--- config.mk ---
export PLATFORM = sky130hd
export DESIGN_NAME = network_sequencer
export DESIGN_NICKNAME = d
export VERILOG_FILES = /design/src/rtl/network_sequencer.sv
export SDC_FILE = /design/constraint.sdc
export NUM_CORES = 1
export LEC_CHECK = 0
export CAP_MARGIN = 10
export CORE_UTILIZATION = 38
export CTS_CLUSTER_SIZE = 10
export DETAILED_ROUTE_END_ITERATION = 12
export MAX_ROUTING_LAYER = met4
export PLACE_DENSITY = 0.72
export SLEW_MARGIN = 30
export SYNTH_ARGS = -nofsm -noshare
export SYNTH_HDL_FRONTEND = slang
export SYNTH_SLANG_ARGS = --single-unit
--- constraint.sdc ---
create_clock -name clk -period 3.4 [get_ports clk]
set_input_delay 1.02 -clock clk [delete_from_list [all_inputs] [get_ports clk]]
set_output_delay 1.02 -clock clk [all_outputs]
set_load 0.03 [all_outputs]
--- src/rtl/network_sequencer.sv ---
// rtl/network_sequencer.sv - host-side job sequencer in front of the network controller
module network_sequencer #(
  parameter int INPUT_SIZE       = 2,
  parameter int OUTPUT_SIZE      = 1,
  parameter int BITSTREAM_LENGTH = 256,
  parameter int TIMEOUT_CYCLES   = 300
) (
  input  logic                        clk,
  input  logic                        n_rst,
  input  logic                        in_valid,
  output logic                        in_ready,
  input  logic [INPUT_SIZE-1:0][31:0] in_data,
  output logic [7:0]                  net_ctrl,
  input  logic [7:0]                  net_stat,
  output logic [INPUT_SIZE-1:0][31:0] net_data,
  input  logic [OUTPUT_SIZE-1:0][31:0] net_result,
  output logic                        out_valid,
  input  logic                        out_ready,
  output logic [OUTPUT_SIZE-1:0][31:0] out_data,
  output logic                        busy,
  output logic                        timeout_err,
  output logic [15:0]                 job_count
);

  // The timeout is never allowed to be shorter than one full bitstream pass
  // plus the start/capture overhead, otherwise every job would time out.
  localparam int TIMEOUT_LIM = (TIMEOUT_CYCLES > BITSTREAM_LENGTH + 2) ?
                               TIMEOUT_CYCLES : BITSTREAM_LENGTH + 3;
  localparam int CNT_W       = $clog2(TIMEOUT_LIM + 1);

  typedef enum logic [1:0] {
    ST_IDLE   = 2'd0,
    ST_START  = 2'd1,
    ST_WAIT   = 2'd2,
    ST_OUTPUT = 2'd3
  } state_t;

  state_t                         state_q, state_d;
  logic [CNT_W-1:0]               wait_cnt_q, wait_cnt_d;
  logic [INPUT_SIZE-1:0][31:0]    net_data_q, net_data_d;
  logic [OUTPUT_SIZE-1:0][31:0]   out_data_q, out_data_d;
  logic [15:0]                    job_count_q, job_count_d;
  logic                           timeout_err_q, timeout_err_d;

  // Only the finish flag matters here; controller state bits are informational.
  logic unused_stat;
  assign unused_stat = ^net_stat[7:1];

  // State and datapath registers; reset returns everything to idle immediately.
  always_ff @(posedge clk or negedge n_rst) begin
    if (!n_rst) begin
      state_q       <= ST_IDLE;
      wait_cnt_q    <= '0;
      net_data_q    <= '0;
      out_data_q    <= '0;
      job_count_q   <= '0;
      timeout_err_q <= 1'b0;
    end else begin
      state_q       <= state_d;
      wait_cnt_q    <= wait_cnt_d;
      net_data_q    <= net_data_d;
      out_data_q    <= out_data_d;
      job_count_q   <= job_count_d;
      timeout_err_q <= timeout_err_d;
    end
  end

  // Next-state logic: accept, pulse start, wait for finish or timeout, hand off result.
  always_comb begin
    state_d       = state_q;
    wait_cnt_d    = wait_cnt_q;
    net_data_d    = net_data_q;
    out_data_d    = out_data_q;
    job_count_d   = job_count_q;
    timeout_err_d = timeout_err_q;
    case (state_q)
      ST_IDLE: begin
        if (in_valid) begin
          net_data_d = in_data;
          state_d    = ST_START;
        end
      end
      ST_START: begin
        wait_cnt_d = '0;
        state_d    = ST_WAIT;
      end
      ST_WAIT: begin
        wait_cnt_d = wait_cnt_q + CNT_W'(1);
        // Finish takes priority over a coinciding timeout.
        if (net_stat[0]) begin
          out_data_d  = net_result;
          job_count_d = job_count_q + 16'd1;
          state_d     = ST_OUTPUT;
        end else if (wait_cnt_q == CNT_W'(TIMEOUT_LIM - 1)) begin
          timeout_err_d = 1'b1;
          state_d       = ST_IDLE;
        end
      end
      ST_OUTPUT: begin
        if (out_ready) begin
          state_d = ST_IDLE;
        end
      end
      default: state_d = ST_IDLE;
    endcase
  end

  // Outputs decode straight from state so reset forces start low without a clock.
  assign in_ready    = (state_q == ST_IDLE);
  assign busy        = (state_q != ST_IDLE);
  assign out_valid   = (state_q == ST_OUTPUT);
  assign net_ctrl    = {7'b0, state_q == ST_START};
  assign net_data    = net_data_q;
  assign out_data    = out_data_q;
  assign job_count   = job_count_q;
  assign timeout_err = timeout_err_q;

endmodule

== After elaboration in Yosys (flattened, before gate mapping) ==
Index checks and enable logic that the tools add are counted.

* Register bits: 124
* Output and inout bits: 124
* Logic and storage cells: 30

* Add/sub/neg operators: 2
* Eq/ne operators: 7
* Mux-type cells: 6
* Bitwise operators: 1
* Reductions and logical operators: 7

{| class="wikitable"
|+ Operator list
! kind !! count
|-
| $pmux 9 s2 || 1
|-
| $add 16x1->16 const B || 1
|-
| $add 9x1->9 const B || 1
|-
| $eq 9x9->1 const B || 1
|-
| $mux 2 || 4
|-
| $pmux 2 s4 || 1
|-
| $reduce_and 3->1 || 2
|-
| $eq 2x2->1 const B || 2
|-
| $reduce_and 2->1 || 2
|-
| $reduce_bool 2->1 || 2
|-
| $ne 3x3->1 const B || 1
|-
| $eq 2x1->1 const B || 1
|-
| $logic_not 2->1 || 1
|-
| $ne 2x1->1 const B || 1
|-
| $ne 2x2->1 const B || 1
|-
| $not 1->1 || 1
|}

== Depth between registers and ports, before layout ==
Gate-level depths: netlist (run 1).

* Word-level depth: 4
* Depth in mapped cells: 7

== Worst setup path before layout (run 1) ==
Ideal clock, no wire load.

* Path kind: register -> output
* From: register state_q[0]
* To: output busy
* Arrival: 1,057 ps
* Data required time: 2,380 ps
* Path slack: 1,323 ps
* Stages on the path, launching flop included: 4
* Buffers on the path: 0
* Cell sequence: dfrtp_1 inv_1 ha_1 inv_2

* Cells in the longest elaborated chain, start to end: 1

{| class="wikitable"
|+ RTL lines
! what !! RTL line !! text
|-
| start: declaration || 38 || <nowiki>state_t state_q, state_d;</nowiki>
|-
| start signal: assignment || 59 || <nowiki>state_q <= state_d;</nowiki>
|-
| $reduce_bool 2->1 || 110 || <nowiki>assign busy = (state_q != ST_IDLE);</nowiki>
|-
| end: declaration || 20 || <nowiki>output logic busy,</nowiki>
|}

Every way passes these cells.

== Final worst setup path (run 1) ==
Ends and elaborated chain as after synthesis.

==> impl_metrics.json, run 1 <==
{
  "status": "finished clean",
  "synthDistinctLibCells": 36,
  "required_ns": 2.38,
  "routed_wirelength_um": 11500,
  "fin_skew_ns": 0.00710,
  "fin_area_sq_mm": 0.00795,
  "synth-edff-count": 0,
  "h-tree-depth": 4,
  "firstDrtPassIters": 4,
  "die_w_um": 117,
  "cts_root_buffer": "clkbuf_16",
  "hold_viol": 0,
  "dpl_cell_area_sq_mm": 0.00741,
  "core_sq_mm": 0.0128,
  "post_cts.resized_instances": 0,
  "ant_nets": 0,
  "synth_area_leaders": "dfrtp_1, mux2_2, xnor2_1",
  "reg2regPathDepth": 5,
  "clk-insertion-delay-late_ns": 0.40,
  "min_period_ns": 2.98,
  "synth_most_common_cell": "dfrtp_1",
  "place_congestion": 0.791,
  "wl_met1_um": 4630,
  "cts_tree": "yes",
  "viasPerCell": 4.71,
  "dr.first_iter.drc_count": 100,
  "synth_top_family_by_area": "multiplexers",
  "worstHoldEndpoint": "job_count[15]",
  "synthCells": 350,
  "antenna_found_initial": 0,
  "min_from": "job_count[15]",
  "finalNetCount": 691,
  "hpwl_um": 8480,
  "synthSimpleGateAreaFrac_pct": 7.12,
  "portBuffers": 217,
  "slew_headroom_pct": 59.3,
  "whs_path_depth": 1,
  "path_clk_slew_ns": 0.05,
  "muxShareOfSynthArea_pct": 21.8,
  "drc": 0,
  "synth_compound_area_share_pct": 1.83,
  "max_freq_mhz": 336,
  "synth_top_area_share_pct": 61.3,
  "grt_pass1_wl_um": 19000,
  "cp-start-kind": "flop",
  "slew_viol_final": 0,
  "grt_pass1_vias": 3722,
  "synthToLayoutAreaGrowth_pct": 57.2,
  "async_reset_ff_share_pct": 100,
  "synth.avg_cell_area_sq_um": 14.5,
  "routed.top_layer": "met4",
  "diodes": 0,
  "cts_buffer_depth": 2,
  "end_kind": "output pin",
  "grt_overflow": 0,
  "drive_gt1_share_pct": 23.6,
  "grt_usage_pct": 18.2,
  "p_leak_nw": 3.38,
  "synthAdderAreaFrac_pct": 1.48,
  "wl_per_cell_um": 15.1,
  "rsz0062_at_grt": "false",
  "min_path_type": "reg -> reg",
  "synth_top_area_cell": "dfrtp_1",
  "cap_violations": 0,
  "vdd_drop_max_mv": 0.550,
  "ys_top_cells_by_count": "dfrtp_1, mux2_2, nand3_1",
  "final.setup.tns_ns": 0,
  "dieArea_sq_mm": 0.0138,
  "die_h_um": 117,
  "rr_startpoint": "state_q[0]",
  "met3_length_um": 493,
  "synthFlopType": "dfrtp_1",
  "via_count": 3586,
  "p_per_area_mw_per_mm2": 1010,
  "syn_area_sq_mm": 0.00506,
  "arrival_ns": 1.96,
  "initial_core_util_pct": 39.5,
  "r2r-end": "out_data[13]",
  "pin_count": 232,
  "cp_max_fo": 5,
  "rows": 41,
  "wl_met2_um": 6150,
  "numCtsBuffers": 17,
  "ys.warnings.count": 0,
  "ctsHoldBuffers": 0,
  "ys_seq_area_share_pct": 61.3,
  "min_period_over_period_pct": 87.6,
  "synth-xor-area-share_pct": 3.29,
  "post_cts_buffers": 0,
  "grt_max_degree": 65,
  "path_class": "reg -> out",
  "cts.sink_count": 124,
  "finalSetupViolations": 0,
  "reg2reg_slack_ns": 1.29,
  "synth_seq_cells": 124,
  "tightest_slew_ns": 0.610
}
-- report_power, final --
part / leakage, nW / switching [mW] / total (mW) / internal [mW]
Clock: 0.268 / 0.594 / 1.63 / 1.03
Combinational: 1.61 / 2.11 / 3.96 / 1.85
Sequential: 1.50 / 0.353 / 2.48 / 2.12
Total: 3.38 / 3.06 / 8.06 / 5.00
-- per-stage QoR --
stage | cells | utilization, % | power [mW] | hold slack (ns) | setup slack (ns)
after global routing | 762 | 62.0 | 8.45 | 0.488 | 0.313
after detailed placement | 730 | 57.8 | 6.50 | 0.458 | 0.774
after CTS | 762 | 62.0 | 8.17 | 0.473 | 0.379
after floorplan | 356 | - | 4.80 | 0.498 | 1.32
after global placement | 730 | 57.8 | 6.40 | 0.458 | 0.804
final | 762 | 62.0 | 8.06 | 0.464 | 0.422
-- layout by cell type (no fill, tap or decap), drive strengths merged --
cell and count:
clkdlybuf4s50 216, dfrtp 124, mux2 98, clkbuf 24, nand3 13, inv 12, xnor2 10, xor2 9
nor2 9, nand2 8, conb 7, o21ai 6, ha 6, clkinv 6, nand4 6, buf 5
and4 4, nor3 4, nor4 3, and2 2, and3 2, nand2b 2, a22o 2, or2 1
o22a 1, nor4b 1, and4b 1, o31ai 1, nand3b 1, a21oi 1, o22ai 1, o32ai 1
a31o 1, clkinvlp 1, bufinv 1
-- worst max path at each step --
stage                     start           end  slack [ns]
floorplan            state_q[0]          busy        1.32
global placement    net_stat[0]   out_data[4]        0.80
detailed placement  net_stat[0]  out_data[13]        0.77
CTS                  state_q[0]          busy        0.38
global route         state_q[0]          busy        0.31
finish               state_q[0]          busy        0.42
-- worst max-delay path, cell delays in order, from the launching register on --
cell             delay [ns]
dfrtp_1                0.42
inv_1                  0.10
ha_1                   0.27
inv_2                  0.09
clkdlybuf4s50_1        0.66
-- state kept, by name (all words and copies together) (netlist names) --
| signal | count |
|---|---|
| timeout_err | 1 |
| job_count | 16 |
| net_data | 64 |
| state_q | 2 |
| wait_cnt_q | 9 |
| out_data | 32 |
-- area by class of cell --
cell class | count | area (sq um)
multi-input combinational | 201 | 1830
clock buffer | 24 | 472
fill | 1009 | 4870
clock inverter | 8 | 67.6
inverter | 12 | 45.0
sequential | 124 | 3100
timing repair buffer | 221 | 2220
tap | 172 | 215
-- per-layer routing --
| metal | GRT usage, % | vias to the layer above |
|---|---|---|
| met2 | 31.5 | 116 |
| li1 | - | 1668 |
| met3 | 4.33 | 17 |
| met1 | 19.9 | 1785 |
| met5 | - | - |
| met4 | 7.55 | 0 |
-- kinds of logic after synthesis --
logic type / after synthesis
other cells: 1
buf+inv: 31
mux: 98
simple gates: 57
fa+ha+maj: 6
xor+xnor: 19
flops: 124
compound gates: 14
(Power assumes the default switching activity.)
==> run 2: changes to the inputs <==
--- a/config.mk
+++ b/config.mk
@@ -5,12 +5,13 @@
 export SDC_FILE = /design/constraint.sdc
 export NUM_CORES = 1
 export LEC_CHECK = 0
-export CAP_MARGIN = 10
+export CAP_MARGIN = 15
 export CORE_UTILIZATION = 38
 export CTS_CLUSTER_SIZE = 10
 export DETAILED_ROUTE_END_ITERATION = 12
+export GPL_ROUTABILITY_DRIVEN = 0
 export MAX_ROUTING_LAYER = met4
-export PLACE_DENSITY = 0.72
+export PLACE_DENSITY = 0.86
 export SLEW_MARGIN = 30
 export SYNTH_ARGS = -nofsm -noshare
 export SYNTH_HDL_FRONTEND = slang
==> impl_metrics.json, run 2 (synthesis results as in run 1) <==
{
  "max_freq_mhz": 329,
  "initial_core_util_pct": 39.5,
  "hold_viol": 0,
  "fill_cells": 984,
  "instances_no_fill": 760,
  "critPathMaxStageDelay_ns": 0.67,
  "largest_register_ffs": 64,
  "cp-start-kind": "flop",
  "portBuffers": 217,
  "dr.first_iter.drc_count": 115,
  "post_cts.resized_instances": 0,
  "ant_nets": 0,
  "finalPower_mw": 8.22,
  "arrival_ns": 2.02,
  "p_leak_nw": 3.40,
  "grt_max_degree": 65,
  "p_per_area_mw_per_mm2": 1030,
  "rsz0062_at_grt": "false",
  "h-tree-depth": 4,
  "drive_gt1_share_pct": 24.0,
  "crit_family": "buffers and inverters",
  "firstDrtPassIters": 6,
  "cp_num_cells": 4,
  "antenna_found_initial": 0,
  "status": "finished clean",
  "internal-power_mw": 5.13,
  "clock_power_share_pct": 21.3,
  "fin_skew_ns": 0.00721,
  "p_sw_mw": 3.09,
  "reg2regPathDepth": 5,
  "cts_tree": "yes",
  "dieArea_sq_mm": 0.0138,
  "comb_power_share_pct": 48.4,
  "finalNetCount": 691,
  "viasPerCell": 4.73,
  "min_path_type": "reg -> reg",
  "slew_headroom_pct": 65.0,
  "die_h_um": 117,
  "path_buf_inv": 3,
  "rows": 41,
  "end_kind": "output pin",
  "required_ns": 2.38,
  "pin_count": 232,
  "cts_buffer_depth": 2,
  "core_sq_mm": 0.0128,
  "via_count": 3597,
  "post_cts_buffers": 0,
  "cp_slowest_cell": "clkdlybuf4s50_1",
  "whs_ns": 0.494,
  "worstPathCellList": "inv_1 > ha_1 > inv_2 > clkdlybuf4s50_1",
  "clk-insertion-delay-late_ns": 0.41,
  "wl_met1_um": 4610,
  "min_period_ns": 3.04,
  "cp_max_fo": 7,
  "final.setup.tns_ns": 0,
  "grt_pass1_vias": 3893,
  "numCtsBuffers": 17,
  "swShare_pct": 37.6,
  "grt_pass1_wl_um": 19600,
  "tightest_slew_ns": 0.525,
  "cts_root_buffer": "clkbuf_16",
  "grt_overflow": 0,
  "synthToLayoutAreaGrowth_pct": 58.1,
  "power_frac_seq_pct": 30.3,
  "grt_usage_pct": 18.8,
  "slew_viol_final": 0,
  "vdd_drop_max_mv": 0.497,
  "cts.sink_count": 124,
  "path_class": "reg -> out",
  "ctsHoldBuffers": 0,
  "cap_violations": 0,
  "final_common_cell": "clkdlybuf4s50_1",
  "diodes": 0,
  "met3_length_um": 504,
  "path_clk_slew_ns": 0.05,
  "wl_met2_um": 6430,
  "wl_per_cell_um": 15.5,
  "whs_path_depth": 1,
  "die_w_um": 117,
  "routed_wirelength_um": 11800,
  "finalSetupViolations": 0,
  "drc": 0,
  "hpwl_um": 8860,
  "place_inst": 730,
  "final_cell_mix": "clkdlybuf4s50_1, dfrtp_1, mux2_2",
  "routed.top_layer": "met4",
  "min_period_over_period_pct": 89.4
}
run 2: changes by cell type in the layout (fill, tap and decap cells not counted), sizes merged:
cell / before / now
clkinv: 6 / 4
bufinv: 1 / 2
clkbuf: 24 / 23
run 2: worst register-to-register path: cells and delay by family (launching register included):
kind | cells | cell delay [ns]
buffers and inverters | 2 | 0.52
adder cells (fa/ha/maj) | 1 | 0.46
AND/OR/NAND/NOR | 1 | 0.20
flip-flops | 1 | 0.44
multiplexers | 1 | 0.41
run 2: power groups by stage:
stage               logic, mW  clock network, mW  registers (mW)
floorplan                1.09                  0            3.71
global placement         3.92                  0            2.47
detailed placement       4.00                  0            2.52
CTS                      4.01               1.80            2.50
global route             4.16               1.86            2.58
finish                   3.98               1.75            2.49
run 2: area by class of cell:
| cell class | count | area [sq um] | area share (%) |
|---|---|---|---|
| Tap cell | 172 | 215 | 2.69 |
| Sequential cell | 124 | 3100 | 38.8 |
| Multi-Input combinational cell | 201 | 1830 | 22.8 |
| Clock inverter | 7 | 87.6 | 1.09 |
| Clock buffer | 23 | 498 | 6.22 |
| Inverter | 12 | 45.0 | 0.563 |
| Timing Repair Buffer | 221 | 2220 | 27.8 |
run 2: worst paths after layout:
path | start | endpoint | slack, ns
min in group asynchronous | n_rst | out_data[4] | 0.59
worst max register to register | state_q[0] | out_data[24] | 1.25
max in group asynchronous | n_rst | wait_cnt_q[8] | 2.06
worst min-delay path | timeout_err | timeout_err | 0.49
worst min register to register | timeout_err | timeout_err | 0.49
worst max-delay path | state_q[1] | busy | 0.36
run 2: through the flow:
| stage | instance area [sq um] | util [%] | worst slack [ns] |
|---|---|---|---|
| after detailed placement | 7410 | 57.8 | 0.726 |
| after floorplan | 5080 | - | 1.32 |
| final | 8000 | 62.4 | 0.362 |
| after CTS | 8000 | 62.4 | 0.364 |
| after global placement | 7410 | 57.8 | 0.755 |
| after global routing | 8000 | 62.4 | 0.272 |
run 2: routing by layer:
layer	track usage [%]	vias up
met5	-	-
met4	7.87	0
met3	4.57	22
met2	33.2	124
met1	19.9	1786
li1	-	1665
